File: src/rtl/imm_gen_pipe.sv
// RISC-V immediate generator feeding a 2-entry in-order output FIFO with valid/ready on both sides.
// Optional IMM_GEN_PIPE_STATS_EN adds saturating accept and stall counters.
module imm_gen_pipe #(
   parameter int unsigned XLEN  = 32,
   parameter int unsigned TAG_W = 8
) (
   input  logic             clk,
   input  logic             rst_n,
   input  logic             in_valid,
   output logic             in_ready,
   input  logic [31:0]      inst,
   input  logic [2:0]       imm_sel,
   input  logic [TAG_W-1:0] in_tag,
   input  logic             flush,
   output logic             out_valid,
   input  logic             out_ready,
   output logic [XLEN-1:0]  imm,
   output logic [TAG_W-1:0] out_tag,
`ifdef IMM_GEN_PIPE_STATS_EN
   output logic [31:0]      stat_accepted,
   output logic [31:0]      stat_stall,
`endif
   output logic             sel_err
);

   typedef enum logic [1:0] {
      EMPTY = 2'd0,
      ONE   = 2'd1,
      FULL  = 2'd2
   } state_t;

   state_t state, state_nxt;

   logic [XLEN-1:0]  imm_c;
   logic             err_c;
   logic             push, pop;
   logic             load0_new, load0_e1, load1_new;

   logic [XLEN-1:0]  e1_imm;
   logic [TAG_W-1:0] e1_tag;
   logic             e1_err;

   // opcode bits never contribute to an immediate
   logic unused_opcode;
   assign unused_opcode = ^inst[6:0];

   always_comb begin
      imm_c = '0;
      err_c = 1'b0;
      case (imm_sel)
         3'd0: imm_c = (XLEN == 32) ? XLEN'(inst[24:20]) : XLEN'(inst[25:20]);
         3'd1: imm_c = XLEN'($signed(inst[31:20]));
         3'd2: imm_c = XLEN'($signed({inst[31:25], inst[11:7]}));
         3'd3: imm_c = XLEN'($signed({inst[31], inst[7], inst[30:25], inst[11:8], 1'b0}));
         3'd4: imm_c = XLEN'($signed({inst[31], inst[19:12], inst[20], inst[30:21], 1'b0}));
         3'd5: imm_c = XLEN'($signed({inst[31:12], 12'h000}));
         3'd6: imm_c = XLEN'(inst[19:15]);
         default: begin
            imm_c = '0;
            err_c = 1'b1;
         end
      endcase
   end

   assign in_ready  = (state != FULL);
   assign out_valid = (state != EMPTY);
   assign push      = in_valid && in_ready;
   assign pop       = out_valid && out_ready;

   always_ff @(posedge clk or negedge rst_n) begin
      if (!rst_n) state <= EMPTY;
      else        state <= state_nxt;
   end

   // head entry is the presented one; a push in ONE goes to the head only when it pops at the same edge
   always_comb begin
      state_nxt = state;
      load0_new = 1'b0;
      load0_e1  = 1'b0;
      load1_new = 1'b0;
      if (flush) begin
         state_nxt = EMPTY;
      end else begin
         case (state)
            EMPTY: begin
               if (push) begin
                  load0_new = 1'b1;
                  state_nxt = ONE;
               end
            end
            ONE: begin
               if (push && pop) begin
                  load0_new = 1'b1;
               end else if (push) begin
                  load1_new = 1'b1;
                  state_nxt = FULL;
               end else if (pop) begin
                  state_nxt = EMPTY;
               end
            end
            FULL: begin
               if (pop) begin
                  load0_e1  = 1'b1;
                  state_nxt = ONE;
               end
            end
            default: state_nxt = EMPTY;
         endcase
      end
   end

   always_ff @(posedge clk or negedge rst_n) begin
      if (!rst_n) begin
         imm     <= '0;
         out_tag <= '0;
         sel_err <= 1'b0;
      end else if (load0_new) begin
         imm     <= imm_c;
         out_tag <= in_tag;
         sel_err <= err_c;
      end else if (load0_e1) begin
         imm     <= e1_imm;
         out_tag <= e1_tag;
         sel_err <= e1_err;
      end
   end

   always_ff @(posedge clk or negedge rst_n) begin
      if (!rst_n) begin
         e1_imm <= '0;
         e1_tag <= '0;
         e1_err <= 1'b0;
      end else if (load1_new) begin
         e1_imm <= imm_c;
         e1_tag <= in_tag;
         e1_err <= err_c;
      end
   end

`ifdef IMM_GEN_PIPE_STATS_EN
   always_ff @(posedge clk or negedge rst_n) begin
      if (!rst_n) begin
         stat_accepted <= '0;
         stat_stall    <= '0;
      end else begin
         if (push && (stat_accepted != '1))
            stat_accepted <= stat_accepted + 32'd1;
         if (out_valid && !out_ready && (stat_stall != '1))
            stat_stall <= stat_stall + 32'd1;
      end
   end
`endif

endmodule
File: config.mk
export PLATFORM = sky130hd
export DESIGN_NAME = imm_gen_pipe
export DESIGN_NICKNAME = d
export VERILOG_FILES = /design/src/rtl/imm_gen_pipe.sv
export SDC_FILE = /design/constraint.sdc
export NUM_CORES = 1
export LEC_CHECK = 0
export ABC_CLOCK_PERIOD_IN_PS = 4040
export CAP_MARGIN = 20
export CORE_AREA = 2 2 131 133
export DETAILED_ROUTE_END_ITERATION = 12
export DIE_AREA = 0 0 133 135
export PLACE_DENSITY_LB_ADDON = 0.12
export SYNTH_ARGS = -nofsm -noshare
export SYNTH_HDL_FRONTEND = slang
export SYNTH_SLANG_ARGS = --single-unit
File: constraint.sdc
create_clock -name clk -period 4.04 [get_ports clk]
set_clock_uncertainty 0.2 [all_clocks]
set_input_delay 0.808 -clock clk [delete_from_list [all_inputs] [get_ports clk]]
set_output_delay 0.808 -clock clk [all_outputs]
set_load 0.02 [all_outputs]
Yosys cells after proc, flatten, opt, wreduce, memory -nomap -nowiden --
Cells that the tools add are included.
Word-level totals: register bits 84, input port bits 48, output and inout bits 43, logic and storage cells 54
Operators by class: equality and inequality tests 13, muxes and demuxes 25, reductions and logical operators 9
Operators by type and width (number):
- case mux 32 bit (7 select lines) | 1
- 2-to-1 mux 32 bit | 2
- 2-to-1 mux 8 bit | 2
- 2-to-1 mux 1 bit | 12
- 2-to-1 mux 2 bit | 6
- equality test 3 bit (second input constant) | 3
- != test 3 bit (second input constant) | 3
- OR reduction 7 bit | 1
- equality test 3 x 2 -> 1 bit (second input constant) | 2
- case mux 2 bit (3 select lines) | 1
- != test 4 bit (second input constant) | 1
- AND reduction 4 bit | 1
- nonzero test 2 bit | 2
- equality test 3 x 1 -> 1 bit (second input constant) | 1
- logical AND 1 bit | 3
- logical NOT 3 bit | 1
- equality test 2 x 1 -> 1 bit (second input constant) | 1
- equality test 2 bit (second input constant) | 1
- logical NOT 2 bit | 1
- != test 2 bit (second input constant) | 1
- case mux 1 bit (2 select lines) | 1

Logic depth before layout (Yosys ltp) --
Gate-level depths: netlist (run 1).
depth in word-level cells 7, gate-level depth with buffers 6, gate-level depth less buffers 4

Worst setup path after synthesis (run 1) --
OpenSTA, ideal clock, no wires.
path type input to register, start point input port in_valid, end point register e1_tag[3], setup time 0.125 ns, arrival time 1.755 ns, data required time 3.715 ns, setup slack 1.960 ns, stages 5, buffers on the path 2, path through nor2b_2 nand3b_1 buf_2 buf_2 mux2_2
Between the ends: cells in the longest elaborated chain, start to end 5, elaborated cells between the ends (all ways) 6, those cells by class mux: 4; reduce/logical: 2
RTL lines:
- start, declared | line 9 | input logic in_valid,
- logical AND 1 bit * | line 67 | assign push = in_valid && in_ready;
- 2-to-1 mux 1 bit or logical AND 1 bit (tied branches) | line 94, 92
- 2-to-1 mux 1 bit * | line 92 | if (push && pop) begin
- 2-to-1 mux 1 bit * | line 84 | case (state)
- 2-to-1 mux 1 bit * | line 81 | if (flush) begin
- end signal, assigned | line 135 | e1_tag <= in_tag;
- end, declared | line 40 | logic [TAG_W-1:0] e1_tag;
Every way passes the cells marked *; elsewhere a longest branch is shown, timed or not. A chain may end at the register's enable or synchronous reset.

Final worst setup path (run 1) --
start point input port imm_sel[0], end point register imm[24]
Between the ends: cells in the longest elaborated chain, start to end 3, elaborated cells between the ends (all ways) 9, those cells by class eq/ne: 6; mux: 2; reduce/logical: 1
RTL lines:
- start, declared | line 12 | input logic [2:0] imm_sel,
- equality test 3 bit, or another cell as far along | line 50 | case (imm_sel)
- case mux 32 bit (7 select lines) * | line 50
- 2-to-1 mux 32 bit * | line 117 | end else if (load0_new) begin
- end signal, assigned | line 118 | imm <= imm_c;
- end signal, assigned | line 122 | imm <= e1_imm;
- end, declared | line 17 | output logic [XLEN-1:0] imm,
Marks and branches as above.

==> flow_metrics.env, run 1 <==
export IMPL_internal_power_mw=1.92
export IMPL_maxSlewViolCount=0
export IMPL_ys_flop_type="dfrtp_1"
export IMPL_antenna_found_initial=0
export IMPL_crit_top_cell="nor2_1"
export IMPL_cp_required_ns=4.10
export IMPL_fin_crit_sh=0.693
export IMPL_start_util=0.248
export IMPL_p_per_area_nw_per_um2=498
export IMPL_postSynth_asyncResetShare=1.00
export IMPL_synth_top_area_share=0.517
export IMPL_critPathTopFamily="buffers and inverters"
export IMPL_grt_max_degree=77
export IMPL_grt_remaining_overflow=0
export IMPL_synth_cell_types=36
export IMPL_cp_max_fo=23
export IMPL_vias=3129
export IMPL_grt_pass1_wl_um=17700
export IMPL_grt_use_total=0.129
export IMPL_coreArea_um2=16400
export IMPL_avgSynthCellArea_um2=10.2
export IMPL_dpl_hpwl_um=7460
export IMPL_synth_edf_count=0
export IMPL_start_kind="input port"
export IMPL_rsz0062_at_grt="no"
export IMPL_rows=47
export IMPL_clkTransAtPathRegs_ns=0.06
export IMPL_ys_ff_latch=84
export IMPL_fp_dieW_um=133
export IMPL_p_seq_frac=0.414
export IMPL_synthCells=399
export IMPL_clkPwrFrac=0.339
export IMPL_viasPerCell=4.52
export IMPL_tritoncts="yes"
export IMPL_critPathKind="input port to flop"
export IMPL_rrSetupSlack_ns=1.92
export IMPL_worstMarginPinSlew_ns=0.708
export IMPL_clk_path_buf_depth=2
export IMPL_cts_resized_gates=0
export IMPL_area_growth_pct=32.9
export IMPL_htreeDepth=3
export IMPL_hold_violations=0
export IMPL_maxCapViolations=0
export IMPL_cp_arrival_ns=2.86
export IMPL_clk_latency_ns=0.34
export IMPL_path_buf_inv=2
export IMPL_first_pass_iters=4
export IMPL_synth_area_leader_cell="dfrtp_1"
export IMPL_dp_cells=677
export IMPL_die_h_um=135
export IMPL_p_sw_uw=773
export IMPL_drt_iter0_drc=160
export IMPL_final_common_cell="dfrtp_1"
export IMPL_ir_worst_vdd_uv=236
export IMPL_relSlewSlack=0.527
export IMPL_grt_pass1_vias=3188
export IMPL_min_path_type="input port to async pin"
export IMPL_worstSetupEndpointType="flop"
export IMPL_io_buffers=83
export IMPL_io_pins=91
export IMPL_yosysSeqAreaShare=0.517
export IMPL_max_stage_delay_ns=0.91
export IMPL_dieArea_um2=18000
export IMPL_synth_nets=447
export IMPL_drc=0
export IMPL_leakage_nw=2.18
export IMPL_maxClockFrequency_mhz=357
export IMPL_drive_gt1_frac=0.133
export IMPL_final_setup_tns_ns=0
export IMPL_finalPower_mw=2.69
export IMPL_fin_cells=692
export IMPL_comb_power_share=0.247
export IMPL_setup_viol=0
export IMPL_p_sw_frac=0.287
export IMPL_crit_chain="clkdlybuf4s50_1 > nor2_1 > nor3b_4 > buf_4 > nor2_1 > a21oi_1"
export IMPL_post_route_min_period_ns=2.80
export IMPL_final_area_um2=5400
export IMPL_syn_cell_area_um2=4070
export IMPL_cts_inserted_buffers=9
export IMPL_drtAntennaViolNets=0
export IMPL_root_buffer="clkbuf_16"
export IMPL_final_cell_mix="dfrtp_1, clkdlybuf4s50_1, nand2_1, a21oi_1"
export IMPL_gp_congestion=0.713
export IMPL_outcome="finished clean"
export IMPL_place_area_um2=5080
export IMPL_yosysWarningCount=0
export IMPL_wl_per_cell_um=16.0
export IMPL_antennaDiodeCount=0
export IMPL_yosys_top_cells_area="dfrtp_1, a211oi_2, a21oi_1, nor2b_1, nand2_1"
export IMPL_final_nets=516
export IMPL_cts_setup_buffers=0
export IMPL_wirelength_um=11100
export IMPL_cts_hold_buf=0
export IMPL_slowest_stage="clkdlybuf4s50_1"
export IMPL_numClockSinks=84
registers in the layout (all words and copies together) (netlist names):
register and cells:
e1_err 1, e1_imm 32, e1_tag 8, imm 32, out_tag 8, sel_err 1
state 2
area by class of cell:
cell class,instances,area [µm²]
Inverter,2,7.51
Sequential cell,84,2100
Timing Repair Buffer,90,918
Fill cell,1696,11000
Tap cell,220,275
Clock inverter,4,72.6
Multi-Input combinational cell,281,1780
Clock buffer,11,253
routing by layer:
layer,GRT usage,vias to the layer above,part of all wire
met5,0,-,0
met4,0.0585,0,0.023
met1,0.168,1537,0.47
li1,-,1538,-
met3,0.0233,14,0.023
met2,0.209,40,0.48
power by group through the flow:
stage | clock, mW | sequential [mW] | combinational, mW
global placement | 0 | 1.13 | 0.666
floorplan | 0 | 1.21 | 0.286
finish | 0.912 | 1.12 | 0.665
global route | 0.975 | 1.14 | 0.727
CTS | 0.945 | 1.12 | 0.678
detailed placement | 0 | 1.13 | 0.675
worst reg2reg max path, stage by stage, from the launching register on:
cell and delay [ns]:
dfrtp_1 0.40, nor2b_2 0.25, nand3b_1 0.52, buf_12 0.41
nand2_1 0.13, o21ai_0 0.09
logic make-up after synthesis:
| group | Yosys count | synth area share |
|---|---|---|
| simple gates | 126 | 0.159 |
| flops | 84 | 0.517 |
| mux | 10 | 0.0271 |
| compound gates | 144 | 0.246 |
| xor+xnor | 1 | 0.00215 |
| buf+inv | 34 | 0.0492 |
synth_stat cells (3+ instances only):
cell type / instances
nand2b_1: 4
a21oi_1: 52
mux2_2: 8
nand2_1: 54
buf_1: 3
clkbuf_1: 12
buf_4: 3
a22o_1: 7
buf_6: 7
a211oi_2: 23
a211oi_1: 10
o21ai_0: 36
nor3_1: 3
nor2b_1: 36
nor2_1: 14
o221ai_1: 4
dfrtp_1: 84
buf_2: 7
a21o_1: 7
worst paths after layout:
kind                            start          to  cells past startpoint
hold / removal                  rst_n   e1_tag[5]                      1
setup / recovery           imm_sel[0]     imm[24]                      6
min in group clk           out_tag[4]  out_tag[4]                      1
hold reg to reg            out_tag[4]  out_tag[4]                      1
max in group asynchronous       rst_n      imm[4]                      2
setup reg to reg             state[0]   e1_imm[3]                      5
metrics by stage:
stage | setup slack [ns] | utilization | hold WS [ns]
finish | 1.24 | 0.329 | 0.255
global route | 1.03 | 0.329 | 0.299
CTS | 1.26 | 0.329 | 0.270
detailed placement | 0.889 | 0.310 | 0.265
global placement | 0.915 | 0.310 | 0.261
floorplan | 1.96 | - | 0.250
(Power assumes the default switching activity.)
==> run 2, diff against run 1 <==
--- a/config.mk
+++ b/config.mk
@@ -5,7 +5,7 @@
 export SDC_FILE = /design/constraint.sdc
 export NUM_CORES = 1
 export LEC_CHECK = 0
-export ABC_CLOCK_PERIOD_IN_PS = 4040
+export ABC_CLOCK_PERIOD_IN_PS = 2800
 export CAP_MARGIN = 20
 export CORE_AREA = 2 2 131 133
 export DETAILED_ROUTE_END_ITERATION = 12
==> constraint.sdc (replaced) <==
create_clock -name clk -period 2.8 [get_ports clk]
set_clock_uncertainty 0.2 [all_clocks]
set_input_delay 0.56 -clock clk [delete_from_list [all_inputs] [get_ports clk]]
set_output_delay 0.56 -clock clk [all_outputs]
set_load 0.02 [all_outputs]
==> run 2 against run 1 <==
Sequential share of layout area shrank 0.47 points; clock-buffer cell count grew 1; sequential cell count is the same; via count grew 1.7%; total power grew 41%; die area is the same; cell count grew 1.4%; worst hold slack lost 0.24 ns; largest cell class unchanged.
==> flow_metrics.env, run 2 (synthesized netlist as in run 1, its figures left out) <==
export IMPL_worstReg2RegStart="state[1]"
export IMPL_die_h_um=135
export IMPL_gp_congestion=0.708
export IMPL_outcome="finished clean"
export IMPL_clkTransAtPathRegs_ns=0.06
export IMPL_reg2regPathDepth=6
export IMPL_maxClockFrequency_mhz=423
export IMPL_rsz0062_at_grt="no"
export IMPL_viasPerCell=4.53
export IMPL_dr_wl_met2_um=5700
export IMPL_endpoint="out_valid"
export IMPL_start_kind="flop"
export IMPL_cp_max_fo=6
export IMPL_setup_viol=0
export IMPL_root_buffer="clkbuf_16"
export IMPL_dpl_hpwl_um=7690
export IMPL_wirelength_um=11400
export IMPL_drtAntennaViolNets=0
export IMPL_grt_remaining_overflow=0
export IMPL_io_buffers=83
export IMPL_timing_rr_end="imm[1]"
export IMPL_rows=47
export IMPL_first_pass_iters=4
export IMPL_final_common_cell="dfrtp_1"
export IMPL_fp_dieW_um=133
export IMPL_cts_resized_gates=0
export IMPL_cp_arrival_ns=1.60
export IMPL_crit_chain="or2_2 > clkdlybuf4s50_1"
export IMPL_tritoncts="yes"
export IMPL_rrSetupSlack_ns=0.95
export IMPL_drive_gt1_frac=0.145
export IMPL_maxSlewViolCount=0
export IMPL_io_pins=91
export IMPL_wl_met3_um=310
export IMPL_dieArea_um2=18000
export IMPL_max_stage_delay_ns=0.54
export IMPL_worstSetupEndpointType="output port"
export IMPL_coreArea_um2=16400
export IMPL_drt_iter0_drc=203
export IMPL_grt_pass1_wl_um=18300
export IMPL_min_path_type="input port to async pin"
export IMPL_grt_use_total=0.133
export IMPL_drc=0
export IMPL_p_per_area_nw_per_um2=692
export IMPL_fillers=1646
export IMPL_final_area_um2=5470
export IMPL_slowest_stage="clkdlybuf4s50_1"
export IMPL_relSlewSlack=0.532
export IMPL_grt_pass1_vias=3333
export IMPL_cts_setup_buffers=0
export IMPL_critPathKind="flop to output port"
export IMPL_fin_crit_sh=0.844
export IMPL_vias=3181
export IMPL_htreeDepth=3
export IMPL_place_area_um2=5180
export IMPL_final_cell_mix="dfrtp_1, clkdlybuf4s50_1, nand2_1, a21oi_1"
export IMPL_hold_violations=0
export IMPL_worstMarginPinSlew_ns=0.701
export IMPL_antennaDiodeCount=0
export IMPL_startpoint="state[0]"
export IMPL_ir_worst_vdd_uv=310
export IMPL_routed_top_layer="met4"
export IMPL_final_setup_tns_ns=0
export IMPL_area_growth_pct=34.5
export IMPL_numClockSinks=84
export IMPL_clk_latency_ns=0.34
export IMPL_cts_inserted_buffers=9
export IMPL_utilization=0.333
export IMPL_post_route_min_period_ns=2.36
export IMPL_maxCapViolations=0
export IMPL_grt_max_degree=75
export IMPL_cts_hold_buf=0
export IMPL_reg_top3="e1_imm x32, imm x32"
export IMPL_leakage_nw=2.21
export IMPL_start_util=0.248
export IMPL_clk_path_buf_depth=2
export IMPL_wl_per_cell_um=16.3
export IMPL_final_nets=525
export IMPL_cp_required_ns=2.04
export IMPL_antenna_found_initial=0
export IMPL_wl_met1_um=5270
[run 2: cell types whose count changed in the layout (fill, tap and decap cells not counted)]
cell and change:
clkbuf_8 -2, clkbuf_1 +3, buf_12 +3, bufinv_16 -1, buf_4 +6, clkinvlp_4 +1
[run 2: worst min path at each step]
stage,from,to,slack [ns],cells after the start
global route,rst_n,out_tag[5],0.07,1
global placement,out_tag[5],out_tag[5],0.26,1
floorplan,rst_n,e1_err,0.06,0
finish,rst_n,out_tag[5],0.02,1
CTS,rst_n,out_tag[5],0.04,1
detailed placement,e1_err,e1_err,0.27,2
[run 2: metrics by stage]
step	instances	power, mW	hold slack (ns)	setup slack [ns]
detailed placement	686	2.63	0.271	0.174
finish	702	3.78	0.0156	0.437
global route	702	4.00	0.0679	0.385
CTS	702	3.85	0.0415	0.420
global placement	686	2.61	0.261	0.230
floorplan	399	2.16	0.0644	0.968
[run 2: power by group]
| group | internal, mW | switching [mW] | leakage [nW] |
|---|---|---|---|
| Clock | 0.691 | 0.497 | 0.133 |
| Sequential | 1.47 | 0.147 | 1.04 |
| Combinational | 0.493 | 0.490 | 1.04 |
[run 2: cell type report]
class / instances / area [µm²] / area share
Inverter: 2 / 7.51 / 0.00137
Clock inverter: 4 / 50.0 / 0.00915
Timing Repair Buffer: 99 / 1020 / 0.187
Sequential cell: 84 / 2100 / 0.384
Clock buffer: 12 / 236 / 0.0432
Multi-Input combinational cell: 281 / 1780 / 0.325
Tap cell: 220 / 275 / 0.0503
[run 2: metal layers]
layer | vias to the layer above | global-route usage
li1 | 1557 | -
met1 | 1568 | 0.169
met2 | 47 | 0.225
met3 | 9 | 0.0285
met4 | 0 | 0.0448
met5 | - | 0
[run 2: worst max-delay path, delay by kind of cell (launching register included)]
kind | cells | cell delay [ns]
DFF | 1 | 0.42
and+or+nand+nor | 1 | 0.31
buffers and inverters | 1 | 0.54
==> patch 1, RTL diff (flow settings as in run 2) <==
`TAG_W`: 8 -> 7.
--- a/src/rtl/imm_gen_pipe.sv
+++ b/src/rtl/imm_gen_pipe.sv
@@ -2,7 +2,7 @@
 // Optional IMM_GEN_PIPE_STATS_EN adds saturating accept and stall counters.
 module imm_gen_pipe #(
    parameter int unsigned XLEN  = 32,
-   parameter int unsigned TAG_W = 8
+   parameter int unsigned TAG_W = 7
 ) (
    input  logic             clk,
    input  logic             rst_n,
Ports: changed (resized in_tag and out_tag); port bits go from 91 to 89. No check against the original RTL was run, so the function may have changed too.
==> patch 1 against run 2 <==
Hold slack lost 6.1 ps. Cell count down 1.1%. Final area fell by 3.6%. Core utilization shrank 1.2 points. Worst setup slack barely moved. Wire length decreased by 2.0%. First-iteration DRC count is 27% lower. Sequential power fell by 3%. Power decreased by 2.3%. Sequential share of layout area increased by 0.47 points. Critical path depth did not move. Combinational power down 5.9%. Area after synthesis decreased by 5.0%. Sequential cell count decreased by 2. Critical endpoint unchanged. Highest routed layer unchanged.
==> patch 1: results (changes against run 2) <==
stage	metric	value	unit	change
status	status	complete, no violations		
placement	Final HPWL DP	7.65	mm	-0.50%
timing	Slew @ Worst Pin	576	ps	-125 ps
power	Max VDD drop	0.000313	V	+1.0%
clocking	Worst-path clk slew	60	ps	about the same
synthesis	main area contributors after synthesis	dfrtp_1 53%, a21oi_1 6.7%, a211oi_1 6.4%, nor2b_1 6.0%, nand2_1 5.2%		
power	static leakage	2.15	nW	-2.6%
route	Routed WL	11.2	mm	-2.0%
power	combinational share of power	25.0	%	-1.0 points
layout	leading registers by flop count	e1_imm: 32 flops, imm: 32 flops		
clocking	H-Tree Depth	3		unchanged
clocking	clk buf depth	2		unchanged
layout	Nets	516		-1.7%
route	Initial DRC Count	149		-27%
route	Residual DRC	0		unchanged
route	Vias	3136		-1.4%
clocking	number of CTS-inserted buffers	9		unchanged
synthesis	Post-synth top cells	82 x dfrtp_1, 54 x nand2_1, 52 x a21oi_1		
placement	# port buffers	81		-2.4%
critical_path	reg-to-reg startpoint	state[1]$_DFFE_PN0P_		
placement	gpl congestion	0.736		+3.9%
power	Power Clock	1.22	mW	
critical_path	r2r endpoint	imm[29]$_DFFE_PN0P_		
synthesis	asr flop ratio synth	100	%	unchanged
timing	Hold Worst Slack	9.52	ps	-6.10 ps
synthesis	register area share after synthesis	53.1	%	+1.4 points
global_route	vias in the first global route	3203		-3.9%
layout	# diodes	0		unchanged
clocking	Clock Latency Late Sink	340	ps	about the same
clocking	clock root buffer	clkbuf_16		
global_route	initial antenna violation count	0		unchanged
power	switching share of power	29.0	%	-1.0 points
critical_path	Worst Path Max Fanout	6		unchanged
critical_path	max incr delay on CP	530	ps	
critical_path	Arr. time, crit path	1600	ps	about the same
timing	crit path time final	2360	ps	-0.0780 ps
placement	placed cell areas	0.00497	mm²	-4.2%
critical_path	Crit path max-delay family	buffers and inverters		
clocking	post-CTS setup repair buffer count	0		unchanged
worst_hold_path	min-delay worst type	input pin to asynchronous set/reset pin		
critical_path	Worst R2R Path Depth	6		unchanged
placement	Setup WS pre-CTS	270	ps	+96.6 ps
synthesis	Mapped Nets	441		-1.3%
critical_path	reg-to-reg slack, setup	900	ps	-50 ps
global_route	pin count of the biggest net entering global routing	43		-43%
route	Pre-antenna DRT Iters	4		unchanged
synthesis	Synth warnings	0		unchanged
clocking	post-CTS sizing	0		unchanged
layout	share of layout cells above drive strength 1	9.49	%	-5.0 points
critical_path	slowest CP cell	clkdlybuf4s50_1		
global_route	first-pass GRT wire length	17.9	mm	-2.2%
synthesis	Synth cell types	35		-2.8%
global_route	Tot GR Track Use	13.0	%	-0.29 points
patch 1: metrics by stage:
step,power [mW],cells
after CTS,3.76,694
after global routing,3.91,694
after global placement,2.49,678
final,3.70,694
after floorplan,2.06,394
after detailed placement,2.51,678
patch 1: worst register-to-register path, stage by stage, from the launching register on:
cell and delay (ps):
dfrtp_1 420, nor2b_1 270, nor3b_4 290, buf_12 200, buf_4 240, a211oi_1 80, a21oi_1 140
patch 1: how the worst max path moves through the flow:
stage	start	to
2_1_floorplan	out_ready	e1_tag[2]$_DFFE_PN0P_
3_3_place_gp	in_valid	imm[30]$_DFFE_PN0P_
3_5_place_dp	in_valid	imm[29]$_DFFE_PN0P_
4_1_cts	state[0]$_DFFE_PN0P_	out_valid
5_1_grt	state[1]$_DFFE_PN0P_	out_valid
6_report	state[0]$_DFFE_PN0P_	out_valid
patch 1: cell type report:
class | instances | area [µm²]
Tap cell | 220 | 275
Fill cell | 1666 | 11100
Sequential cell | 82 | 2050
Timing Repair Buffer | 96 | 1010
Inverter | 2 | 7.51
Multi-Input combinational cell | 278 | 1630
Clock inverter | 4 | 50.0
Clock buffer | 12 | 256
patch 1: layer usage:
layer	up-vias	track usage, %	share of wire [%]
met5	-	0	0
met2	72	19.2	44
li1	1538	-	-
met3	12	3.57	4.5
met1	1514	18.5	50
met4	0	4.12	1.3
patch 1: logic make-up after synthesis:
| group | count (synthesis) | share of synthesized area, % |
|---|---|---|
| multiplexers | 9 | 2.56 |
| flip-flops | 82 | 53.1 |
| XOR/XNOR | 1 | 0.227 |
| AND/OR/NAND/NOR | 126 | 16.6 |
| buffers and inverters | 34 | 4.96 |
| AO/OA/AOI/OAI | 142 | 22.5 |
==> patch 2, RTL diff (config.mk and constraints of run 2) <==
Made on the original files. Encoding of `state_t`: now one-hot (3 bits for 3 states).
--- a/src/rtl/imm_gen_pipe.sv
+++ b/src/rtl/imm_gen_pipe.sv
@@ -23,10 +23,10 @@
    output logic             sel_err
 );
 
-   typedef enum logic [1:0] {
-      EMPTY = 2'd0,
-      ONE   = 2'd1,
-      FULL  = 2'd2
+   typedef enum logic [2:0] {
+      EMPTY = 3'b001,
+      ONE   = 3'b010,
+      FULL  = 3'b100
    } state_t;
 
    state_t state, state_nxt;
Behaviour: no difference found for any inputs over 10 cycles, from zero or initial values and one cycle with rst_n low; not proved beyond that.
==> patch 2 against run 2 <==
Power fell by 9.3%. Critical path type unchanged. Area after synthesis fell by 0.52%. Worst setup slack got worse by 180 ps. Final area rose by 1.1%. Synthesized cell count rose by 3.5%. Largest cell class unchanged. Wire length fell by 0.14%. Sequential cell count rose by 1. Largest power group unchanged. Die area did not move. Core utilization rose by 0.38 points. Critical endpoint unchanged. Highest routed layer unchanged.
==> patch 2: results (changes against run 2) <==
stage	metric	value	unit	change
status	status	complete, no violations		
global_route	first-pass GRT wire length	18.6	mm	+1.7%
critical_path	Arr. time, crit path	1780	ps	+180 ps
critical_path	Crit path max-delay family	flip-flops		
critical_path	Worst Path Max Fanout	9		+3
route	Pre-antenna DRT Iters	4		unchanged
synthesis	post-synthesis cell count	413		+3.5%
critical_path	reg-to-reg startpoint	state[0]$_DFFE_PN1P_		
route	Residual DRC	0		unchanged
placement	gpl congestion	0.741		+4.7%
timing	fin crit share	90.7	%	+6.3 points
power	static leakage	2.63	nW	+19%
synthesis	Mapped Nets	461		+3.1%
synthesis	post-synthesis mux area share	11.4	%	+8.7 points
layout	share of layout cells above drive strength 1	9.07	%	-5.4 points
power	NetSw	0.989	mW	-13%
route	Initial DRC Count	108		-47%
critical_path	slowest CP cell	dfstp_2		
synthesis	Synth cell types	40		+11%
critical_path	Worst R2R Path Depth	4		-2
synthesis	main area contributors after synthesis	dfrtp_1 52%, mux2i_1 11%, nand2_1 8.3%, o21ai_0 5.1%, o21ai_1 2.8%		
synthesis	post-synthesis compound-gate area fraction	15.6	%	-9.0 points
route	Routed WL per cell	15.7	µm	-3.6%
placement	Final HPWL DP	7.91	mm	+2.9%
power	Max VDD drop	0.000288	V	-7.1%
synthesis	asr flop ratio synth	100	%	unchanged
placement	Setup WS pre-CTS	213	ps	+39.3 ps
critical_path	reg-to-reg slack, setup	750	ps	-200 ps
critical_path	r2r endpoint	imm[19]$_DFFE_PN0P_		
global_route	vias in the first global route	3356		+0.69%
timing	Slew @ Worst Pin	803	ps	+102 ps
synthesis	register area share after synthesis	52.6	%	+0.92 points
route	vias per cell	4.46		-1.6%
clocking	clock root buffer	clkbuf_16		
layout	final instance count without filler cells	727		+3.6%
layout	fill cell count	1668		+1.3%
synthesis	Synth Area in XOR/XNOR	0.216	%	+0.0011 points
global_route	Tot GR Track Use	13.5	%	+0.18 points
layout	Nets	550		+4.8%
synthesis	Post-synth top cells	90 x nand2_1, 84 x dfrtp_1, 46 x mux2i_1		
critical_path	max incr delay on CP	630	ps	+90 ps
placement	dpl cells	711		+3.6%
global_route	pin count of the biggest net entering global routing	63		-16%
## patch 2: cell type report
| class | instances | share of cell area, % |
|---|---|---|
| clock buffers | 13 | 4.70 |
| clock inverters | 3 | 0.362 |
| well taps | 220 | 4.98 |
| flip-flops and latches | 85 | 38.5 |
| multi-input cells | 298 | 32.2 |
| repair buffers | 108 | 19.3 |
## patch 2: how the worst max path moves through the flow
stage | start | end | depth (start not counted)
finish | state[0]$_DFFE_PN1P_ | out_valid | 3
detailed placement | in_valid | imm[14]$_DFFE_PN0P_ | 5
global placement | in_valid | imm[14]$_DFFE_PN0P_ | 5
CTS | state[0]$_DFFE_PN1P_ | out_valid | 3
global route | state[0]$_DFFE_PN1P_ | out_valid | 3
floorplan | out_ready | imm[13]$_DFFE_PN0P_ | 6
## patch 2: routing by layer
metal,global-route usage [%],wire [µm],up-vias
met4,3.05,106,0
met1,18.5,5650,1550
met3,4.32,553,10
met5,0,0,-
met2,20.8,5100,65
li1,-,-,1618
## patch 2: power groups by stage
| stage | logic [mW] | clock network, mW | registers [mW] |
|---|---|---|---|
| global route | 0.880 | 1.24 | 1.52 |
| detailed placement | 0.822 | 0 | 1.52 |
| floorplan | 0.250 | 0 | 1.64 |
| global placement | 0.813 | 0 | 1.52 |
| finish | 0.810 | 1.13 | 1.50 |
| CTS | 0.826 | 1.18 | 1.50 |
## patch 2: per-stage QoR
stage               hold slack, ps  utilization, %  area [µm²]  total power [mW]
floorplan                     64.4               -        4050              1.89
global placement               258            32.0        5250              2.33
detailed placement             263            32.0        5250              2.34
CTS                            146            33.7        5530              3.50
global route                   176            33.7        5530              3.64
finish                         102            33.7        5530              3.43
